File: config.mk
export PLATFORM = sky130hd
export DESIGN_NAME = meter_write_arbiter
export DESIGN_NICKNAME = d
export VERILOG_FILES = /design/src/rtl/meter_write_arbiter.sv
export SDC_FILE = /design/constraint.sdc
export NUM_CORES = 1
export LEC_CHECK = 0
export ABC_AREA = 1
export CELL_PAD_IN_SITES_DETAIL_PLACEMENT = 0
export CELL_PAD_IN_SITES_GLOBAL_PLACEMENT = 1
export CORE_ASPECT_RATIO = 2
export CORE_UTILIZATION = 25
export DETAILED_ROUTE_END_ITERATION = 8
export DONT_BUFFER_PORTS = 1
export GPL_TIMING_DRIVEN = 0
export PLACE_DENSITY = 0.47
export SLEW_MARGIN = 15
export SYNTH_ARGS = -nofsm -noshare
export SYNTH_HDL_FRONTEND = slang
export SYNTH_SLANG_ARGS = --single-unit
File: constraint.sdc
create_clock -name dsp_clk -period 25.6 [get_ports dsp_clk]
set_input_delay 5.12 -clock dsp_clk [delete_from_list [all_inputs] [get_ports dsp_clk]]
set_output_delay 5.12 -clock dsp_clk [all_outputs]
set_load 0.02 [all_outputs]
File: src/rtl/meter_write_arbiter.sv
// meter_write_arbiter
//
// Purpose:
//   Shares the single meter-memory write port among NUM_CORES lockstep DSP
//   cores. Each core's meter write lands in a one-entry slot owned by that
//   core. Occupied slots are drained round-robin, one write per dsp_clk,
//   into the meter memory at address {core_index, core_addr}. The cores
//   cannot stall, so a write that finds its slot still occupied is dropped
//   and counted in a saturating overflow counter.
//
// Optional feature (compile-time macro METER_PEAK_MERGE_EN):
//   When defined, a conflicting write to the same address as the held slot
//   is merged instead of dropped. The slot keeps whichever data word has
//   the larger signed magnitude; the held word wins ties, and the
//   most-negative value counts as the largest magnitude. Conflicting writes
//   to a different address are still dropped and counted. When undefined,
//   every conflicting write is dropped, and no magnitude comparator exists.
//
// Ports:
//   dsp_clk         in   sole clock
//   reset_n         in   asynchronous active-low reset
//   core_wr_en      in   [NUM_CORES] per-core meter write strobe
//   core_wr_addr    in   [NUM_CORES*CORE_ADDR_WIDTH] core i at [i*CORE_ADDR_WIDTH +: CORE_ADDR_WIDTH]
//   core_wr_data    in   [NUM_CORES*DATA_WIDTH] core i at [i*DATA_WIDTH +: DATA_WIDTH]
//   mem_wr_en       out  registered meter memory write enable
//   mem_wr_addr     out  registered {core_index, core_addr}
//   mem_wr_data     out  registered write data
//   pending         out  [NUM_CORES] slot-occupied flags
//   overflow_count  out  [CNT_WIDTH] saturating count of dropped writes
//   overflow_clr    in   synchronous clear of overflow_count (beats increments)

module meter_write_arbiter #(
    parameter int NUM_CORES       = 16,
    parameter int DATA_WIDTH      = 36,
    parameter int CORE_ADDR_WIDTH = 8,
    parameter int CORE_IDX_WIDTH  = $clog2(NUM_CORES),
    parameter int CNT_WIDTH       = 16
) (
    input  logic                                     dsp_clk,
    input  logic                                     reset_n,
    input  logic [NUM_CORES-1:0]                     core_wr_en,
    input  logic [NUM_CORES*CORE_ADDR_WIDTH-1:0]     core_wr_addr,
    input  logic [NUM_CORES*DATA_WIDTH-1:0]          core_wr_data,
    output logic                                     mem_wr_en,
    output logic [CORE_IDX_WIDTH+CORE_ADDR_WIDTH-1:0] mem_wr_addr,
    output logic [DATA_WIDTH-1:0]                    mem_wr_data,
    output logic [NUM_CORES-1:0]                     pending,
    output logic [CNT_WIDTH-1:0]                     overflow_count,
    input  logic                                     overflow_clr
);

    // Drops in one cycle can reach NUM_CORES, which needs one extra bit.
    localparam int DROP_W = CORE_IDX_WIDTH + 1;
    // Wide enough that counter + drop total can never wrap before saturation.
    localparam int SUM_W  = CNT_WIDTH + DROP_W + 1;

    // Slot storage, one entry per core.
    logic [NUM_CORES-1:0]       slot_valid;
    logic [CORE_ADDR_WIDTH-1:0] slot_addr [NUM_CORES];
    logic [DATA_WIDTH-1:0]      slot_data [NUM_CORES];

    // Round-robin pointer: the first slot examined on the next scan.
    logic [CORE_IDX_WIDTH-1:0]  ptr;

    // Unpacked views of the flat per-core input buses.
    logic [CORE_ADDR_WIDTH-1:0] in_addr [NUM_CORES];
    logic [DATA_WIDTH-1:0]      in_data [NUM_CORES];

    // Grant result for the current cycle.
    logic                       grant_valid;
    logic [CORE_IDX_WIDTH-1:0]  grant_idx;
    logic [CORE_IDX_WIDTH-1:0]  scan_idx;
    logic [NUM_CORES-1:0]       grant_hit;

    // Per-slot capture decisions.
    logic [NUM_CORES-1:0]       slot_accept;
    logic [NUM_CORES-1:0]       slot_drop;
    logic [DROP_W-1:0]          drop_total;
    logic [SUM_W-1:0]           cnt_sum;
    logic [CNT_WIDTH-1:0]       cnt_next;

    assign pending = slot_valid;

    // Slice the flat input buses into per-core arrays so the rest of the
    // logic can index cores directly.
    for (genvar g = 0; g < NUM_CORES; g++) begin : g_unpack
        assign in_addr[g] = core_wr_addr[g*CORE_ADDR_WIDTH +: CORE_ADDR_WIDTH];
        assign in_data[g] = core_wr_data[g*DATA_WIDTH +: DATA_WIDTH];
    end

    // Round-robin scan: walk ptr, ptr+1, ... and stop at the first occupied
    // slot. NUM_CORES is a power of two, so the index wraps naturally in
    // CORE_IDX_WIDTH bits.
    always_comb begin
        grant_valid = 1'b0;
        grant_idx   = '0;
        scan_idx    = '0;
        for (int k = 0; k < NUM_CORES; k++) begin
            scan_idx = ptr + CORE_IDX_WIDTH'(k);
            if (!grant_valid && slot_valid[scan_idx]) begin
                grant_valid = 1'b1;
                grant_idx   = scan_idx;
            end
        end
    end

    // One-hot view of the grant, used by the per-slot capture logic.
    always_comb begin
        grant_hit = '0;
        for (int i = 0; i < NUM_CORES; i++) begin
            grant_hit[i] = grant_valid && (grant_idx == CORE_IDX_WIDTH'(i));
        end
    end

`ifdef METER_PEAK_MERGE_EN
    // Signed magnitude as an unsigned value of the same width. The
    // most-negative input maps to 2^(DATA_WIDTH-1), which is larger than any
    // other magnitude, so it is naturally treated as the maximum.
    function automatic logic [DATA_WIDTH-1:0] magnitude(input logic [DATA_WIDTH-1:0] v);
        magnitude = v[DATA_WIDTH-1] ? (~v + DATA_WIDTH'(1)) : v;
    endfunction

    logic [NUM_CORES-1:0] slot_replace;

    // A write is accepted when its slot is free or is being drained this
    // cycle (the grant carries the old contents). Otherwise it conflicts:
    // same address merges (keeping the strictly larger magnitude), a
    // different address is dropped.
    always_comb begin
        slot_accept  = '0;
        slot_drop    = '0;
        slot_replace = '0;
        for (int i = 0; i < NUM_CORES; i++) begin
            slot_accept[i] = core_wr_en[i] && (!slot_valid[i] || grant_hit[i]);
            if (core_wr_en[i] && !slot_accept[i]) begin
                if (in_addr[i] == slot_addr[i]) begin
                    slot_replace[i] = magnitude(in_data[i]) > magnitude(slot_data[i]);
                end else begin
                    slot_drop[i] = 1'b1;
                end
            end
        end
    end
`else
    // A write is accepted when its slot is free or is being drained this
    // cycle (the grant carries the old contents). Any other write finds its
    // slot occupied and is dropped.
    always_comb begin
        slot_accept = '0;
        slot_drop   = '0;
        for (int i = 0; i < NUM_CORES; i++) begin
            slot_accept[i] = core_wr_en[i] && (!slot_valid[i] || grant_hit[i]);
            slot_drop[i]   = core_wr_en[i] && !slot_accept[i];
        end
    end
`endif

    // Slot registers. A same-cycle accept takes precedence over the grant's
    // clear so the slot stays occupied with the new write.
    always_ff @(posedge dsp_clk or negedge reset_n) begin
        if (!reset_n) begin
            slot_valid <= '0;
            for (int i = 0; i < NUM_CORES; i++) begin
                slot_addr[i] <= '0;
                slot_data[i] <= '0;
            end
        end else begin
            for (int i = 0; i < NUM_CORES; i++) begin
                if (slot_accept[i]) begin
                    slot_valid[i] <= 1'b1;
                    slot_addr[i]  <= in_addr[i];
                    slot_data[i]  <= in_data[i];
                end else if (grant_hit[i]) begin
                    slot_valid[i] <= 1'b0;
`ifdef METER_PEAK_MERGE_EN
                end else if (slot_replace[i]) begin
                    slot_data[i]  <= in_data[i];
`endif
                end
            end
        end
    end

    // Registered memory write port and pointer advance. With no grant the
    // address/data registers and the pointer simply hold.
    always_ff @(posedge dsp_clk or negedge reset_n) begin
        if (!reset_n) begin
            mem_wr_en   <= 1'b0;
            mem_wr_addr <= '0;
            mem_wr_data <= '0;
            ptr         <= '0;
        end else if (grant_valid) begin
            mem_wr_en   <= 1'b1;
            mem_wr_addr <= {grant_idx, slot_addr[grant_idx]};
            mem_wr_data <= slot_data[grant_idx];
            ptr         <= grant_idx + CORE_IDX_WIDTH'(1);
        end else begin
            mem_wr_en   <= 1'b0;
        end
    end

    // Count this cycle's drops and form the saturated counter update, so
    // several drops in one cycle land as a single step.
    always_comb begin
        drop_total = '0;
        for (int i = 0; i < NUM_CORES; i++) begin
            drop_total = drop_total + DROP_W'(slot_drop[i]);
        end
        cnt_sum = SUM_W'(overflow_count) + SUM_W'(drop_total);
        if (|cnt_sum[SUM_W-1:CNT_WIDTH]) begin
            cnt_next = '1;
        end else begin
            cnt_next = cnt_sum[CNT_WIDTH-1:0];
        end
    end

    // Overflow counter; the clear beats any increment in the same cycle.
    always_ff @(posedge dsp_clk or negedge reset_n) begin
        if (!reset_n) begin
            overflow_count <= '0;
        end else if (overflow_clr) begin
            overflow_count <= '0;
        end else if (drop_total != '0) begin
            overflow_count <= cnt_next;
        end
    end

endmodule

After elaboration in Yosys (flattened, before gate mapping). Cells that the tools add are included.

Mux-type cells: 106. Eq/ne operators: 15. $lt $le $gt $ge: 17. Add/subtract/negate cells: 32. Bitwise gates (word level): 1. Reduce and logical (&&, ||, !) cells: 146.

Operator list (count): $bmux W36 S4 (1); $lt A4 B5 Y1 const B (16); $mux W36 (2); $mux W1 (65); $bmux W1 S4 (16); $mux W4 (16); $logic_and A1 B1 Y1 (63); $add A5 B1 Y5 (11); $mux W16 (3); $logic_not A1 Y1 (47); $reduce_bool A2 Y1 (17); $add A4 B4 Y4 const B (8); $bmux W8 S4 (1); $eq A4 B4 Y1 const B (8); $add A16 B5 Y17 (1); $add A4 B3 Y4 const B (4); $eq A4 B3 Y1 const B (4); $logic_or A1 B1 Y1 (16); $mux W8 (2); $add A4 B1 Y4 const B (2); $add A4 B2 Y4 const B (2); $eq A4 B2 Y1 const B (2); $reduce_or A6 Y1 (1); $add A4 B1 Y5 (1); 8 further kinds (8).

Register bits: 789. Output and inout port bits: 81.

Longest topological paths before layout.
Depth after elaboration: 74. Gate-level depth with buffers: 56. Mapped depth without buffers: 52.

Worst setup path before layout. No wires, ideal clock.

Path type: input to register. From: in core_wr_en[11]. To: reg overflow_count[15]. Data required time: 25468 ps. Arrival: 10556 ps. Path buffers: 1. Library setup time: 132 ps. Path slack: 14912 ps. Stages: 26. Cells stage by stage: clkbuf_1 -> inv_1 -> or2_2 -> fa_1 -> inv_1 -> fa_1 -> inv_1 -> fa_1 -> fa_1 -> inv_1 -> ha_1 -> fa_1 -> xor2_1 -> ha_1 -> nand3_1 -> nand2_1 -> a21oi_1 -> o21ai_0 -> nand3_1 -> nor3_1 -> nand3_1 -> nor3_1 -> nand2_1 -> xor2_1 -> nor2_1 -> o22ai_1.

Cells in the longest elaborated chain, start to end: 13. Elaborated cells on any way between the ends: 15. Those cells by class: add/sub: 6; mux: 3; reduce/logical: 6.

RTL lines: start: declaration (RTL line 41) `input logic [NUM_CORES-1:0] core_wr_en,`; $logic_and A1 B1 Y1 (RTL line 152) `slot_accept[i] = core_wr_en[i] && (!slot_valid[i] || grant_hit[i]);`; $logic_not A1 Y1 (RTL line 153) `slot_drop[i] = core_wr_en[i] && !slot_accept[i];`; $logic_and A1 B1 Y1 * (RTL line 153); $add A5 B1 Y5 * (5 in series) (RTL line 207) `drop_total = drop_total + DROP_W'(slot_drop[i]);`; $add A16 B5 Y17 (RTL line 209) `cnt_sum = SUM_W'(overflow_count) + SUM_W'(drop_total);`; $reduce_or A6 Y1 (RTL line 210) `if (|cnt_sum[SUM_W-1:CNT_WIDTH]) begin`; $mux W16 (RTL line 210); $mux W16 (RTL line 223) `end else if (drop_total != '0) begin`; $mux W16 (RTL line 221) `end else if (overflow_clr) begin`; end signal: assignment (RTL line 224) `overflow_count <= cnt_next;`; end: declaration (RTL line 48) `output logic [CNT_WIDTH-1:0] overflow_count,`.

Every way passes the cells marked *; elsewhere a longest branch is shown, timed or not. The select of a mux whose other input is x is not followed. A chain may end at the register's enable or synchronous reset.

Worst setup path in the final report.
From: reg ptr[1]. To: reg overflow_count[14].

Cells in the longest elaborated chain, start to end: 74. Elaborated cells on any way between the ends: 227. Those cells by class: add/sub: 31; eq/ne: 15; mux: 67; reduce/logical: 114.

RTL lines: start: declaration (RTL line 63) `logic [CORE_IDX_WIDTH-1:0] ptr;`; start signal: assignment (RTL line 196) `ptr <= grant_idx + CORE_IDX_WIDTH'(1);`; branches (longest 68 deep; another with $add A4 B1 Y4); $add A5 B1 Y5 * (RTL line 207); $add A16 B5 Y17 (RTL line 209); $reduce_or A6 Y1 (RTL line 210); $mux W16 (RTL line 210); $mux W16 (RTL line 223); $mux W16 (RTL line 221).

Mark *: on every way between the ends. The select of a mux whose other input is x is not followed.

==> results.yml <==
run_status:
  status: "finished clean"
clock_network:
  cts.path.max_buffers: 3
  clkTransAtPathRegs_ps: 60
  post_cts_resized: 0
  numCtsBuffers: 87
  insertion_delay_ps: 710
  root_buffer: "clkbuf_16"
  htreeDepth: 3
  cts_tree: "yes"
  ctsHoldBuffers: 0
  clkSinkCount: 789
  post-cts-setup-buffers: 0
floorplanning:
  dieArea_um2: 168000
  core_area_um2: 165000
  row_count: 211
  start_util: 0.252
  io_pins: 804
  die_h_um: 578
  die_x_um: 290
logic_synthesis:
  syn_nets: 6625
  yosys_most_used_dff: "dfrtp_1"
  yosysTopAreaCellShare: 0.476
  synth_mux_area_frac: 0
  ys_ff_latch: 789
  yosys-top-cells-area: "dfrtp_1 48%, nand2_1 28%, nand3_1 13%"
  async_flop_share: 1.00
  yosysTopAreaCell: "dfrtp_1"
  syn_area_um2: 41500
  yosysWarningCount: 0
  synth_enable_flop_cells: 0
  yosysUniqueCellTypes: 43
  synth_top_family_by_area: "simple AND/OR/NAND/NOR gates"
  syn_inst: 5874
  yosys.area_share.simple: 0.442
  synthAdderAreaFrac: 0.0104
  yosysSeqAreaShare: 0.476
  synth_compound_area_frac: 0.00850
  avgSynthCellArea_um2: 7.07
  synth_xor_area_frac: 0.00600
cells_and_area:
  multiInputGateArea_um2: 19400
  drive_above_1_share: 0.0740
  nNetsFinal: 6719
  fin_area_um2: 47300
  final_core_util: 0.287
  ff_latch_area_um2: 19700
  final_common_cell: "nand2_1"
  areaGrowthSynthToFinish_pct: 13.9
  final_cell_mix: "3113 x nand2_1, 1110 x nand3_1, 789 x dfrtp_1"
  fillers: 18559
timing:
  worst_slack_ps: 12940
  rsz0062_at_grt: "no"
  fin_crit_sh: 0.494
  hold_viol: 0
  finalMaxSlewViolations: 0
  tns_ps: 0
  slew_headroom: 0.161
  worst_pin_slew_ps: 1260
  period_needed_ps: 12660
  skew_ps: 31.9
  max_freq_ghz: 0.0790
  setup_viol: 0
hold_path:
  hold_class: "reg -> reg"
  hold_depth: 2
  min_from: "slot_data[132]"
  worstHoldEndpoint: "slot_data[132]"
setup_path:
  slowest_delay_ps: 690
  ff2ff_setup_slack_ps: 12940
  worstSetupPathType: "reg -> reg"
  worstPathArrival_ps: 13270
  cp-start-kind: "flip-flop"
  path_max_fanout: 13
  critPathRequiredTime_ps: 26210
  worstReg2RegEnd: "overflow_count[14]"
  setup.worst_path.end_class: "flip-flop"
  reg2regPathDepth: 43
  r2r_start: "ptr[1]"
  critPathSlowestCell: "a31oi_1"
route:
  drc_errors: 0
  vias: 39645
  via_per_inst: 4.85
  ant_nets: 0
  routedWlPerCell_um: 31.0
  firstDrtPassIters: 6
  dr.first_iter.drc_count: 3045
  wirelength_mm: 254
placement:
  placed_cell_area_um2: 44200
  portBuffers: 0
  hpwl_mm: 207
  gp_congestion: 1.01
  pre_cts_slack_ps: 12820
global_route:
  grt_pass1_vias: 40628
  grt_max_degree: 790
  antenna_found_initial: 36
  overflow: 0
  grt_use_total: 0.297
  grt_pass1_wl_mm: 340
run:
  timing.max_cap.violations: 0
[registers in the layout, summed over array words and instances (netlist names)]
register / flops
mem_wr_data: 36
slot_data: 576
ptr: 4
overflow_count: 16
slot_addr: 128
mem_wr_en: 1
mem_wr_addr: 12
pending: 16
[critical path: cells and delay by family (launching register included)]
kind / cells / cell delay [ps]
AND/OR/NAND/NOR: 21 / 4270
adder cells (fa/ha/maj): 8 / 3470
buffers and inverters: 10 / 2770
AO/OA/AOI/OAI: 3 / 1150
flip-flops: 1 / 520
XOR/XNOR: 1 / 380
[routing by layer]
metal | up-vias | track usage | routed length [µm]
li1 | 18788 | - | -
met1 | 19135 | 0.328 | 95500
met2 | 1329 | 0.523 | 126000
met3 | 349 | 0.0778 | 17600
met4 | 44 | 0.155 | 14700
met5 | - | 0 | 275
[synth_stat cells, types with 2 or more instances]
library cell and n:
nand2_1 3113, nand3_1 1110, dfrtp_1 789, nor2_1 200
buf_2 173, clkbuf_1 142, buf_4 75, inv_1 74
xor2_1 20, o22ai_1 18, ha_1 17, buf_1 16
inv_2 14, o21ai_1 14, fa_1 11, nor3_1 10
a21oi_1 9, nand2_2 8, nand4_1 8, nor2_2 6
o21ai_0 5, or2_2 5, or2_1 4, nor2_4 3
o21ai_2 3, xor2_2 3, a22oi_1 2, clkinv_2 2
nand3_2 2, nand3b_1 2, nand4_2 2, o211ai_1 2
o21a_1 2
[final cells by class]
cell class / instances / share of cell area
Inverter: 91 / 0.00727
Buffer: 406 / 0.0428
Clock inverter: 31 / 0.00788
Antenna cell: 11 / 0.000582
Sequential cell: 789 / 0.417
Timing Repair Buffer: 5 / 0.00291
Tap cell: 2130 / 0.0563
Multi-Input combinational cell: 4588 / 0.410
Clock buffer: 127 / 0.0546
[logic make-up after synthesis]
| group | Yosys count |
|---|---|
| and+or+nand+nor | 4476 |
| DFF | 789 |
| buffers and inverters | 497 |
| AOI/OAI and AO/OA | 59 |
| adders and majority gates | 28 |
| xor gates and xnor gates | 25 |
[worst max path at each step]
| stage | from | to | slack [ps] |
|---|---|---|---|
| after floorplan | core_wr_en[11] | overflow_count[15] | 14910 |
| after global placement | ptr[1] | overflow_count[8] | 12820 |
| after detailed placement | core_wr_en[7] | overflow_count[8] | 12820 |
| after CTS | ptr[1] | overflow_count[8] | 12890 |
| after global routing | ptr[1] | overflow_count[8] | 12450 |
| final | ptr[1] | overflow_count[14] | 12940 |
[metrics by stage]
stage | cells | hold slack [ps]
floorplan | 5874 | 442
global placement | 8004 | 454
detailed placement | 8004 | 458
CTS | 8162 | 474
global route | 8169 | 482
finish | 8178 | 469
Power is left out: the tool's default activity adds up to more than one toggle a clock period on the data nets, which glitch-free logic cannot reach.
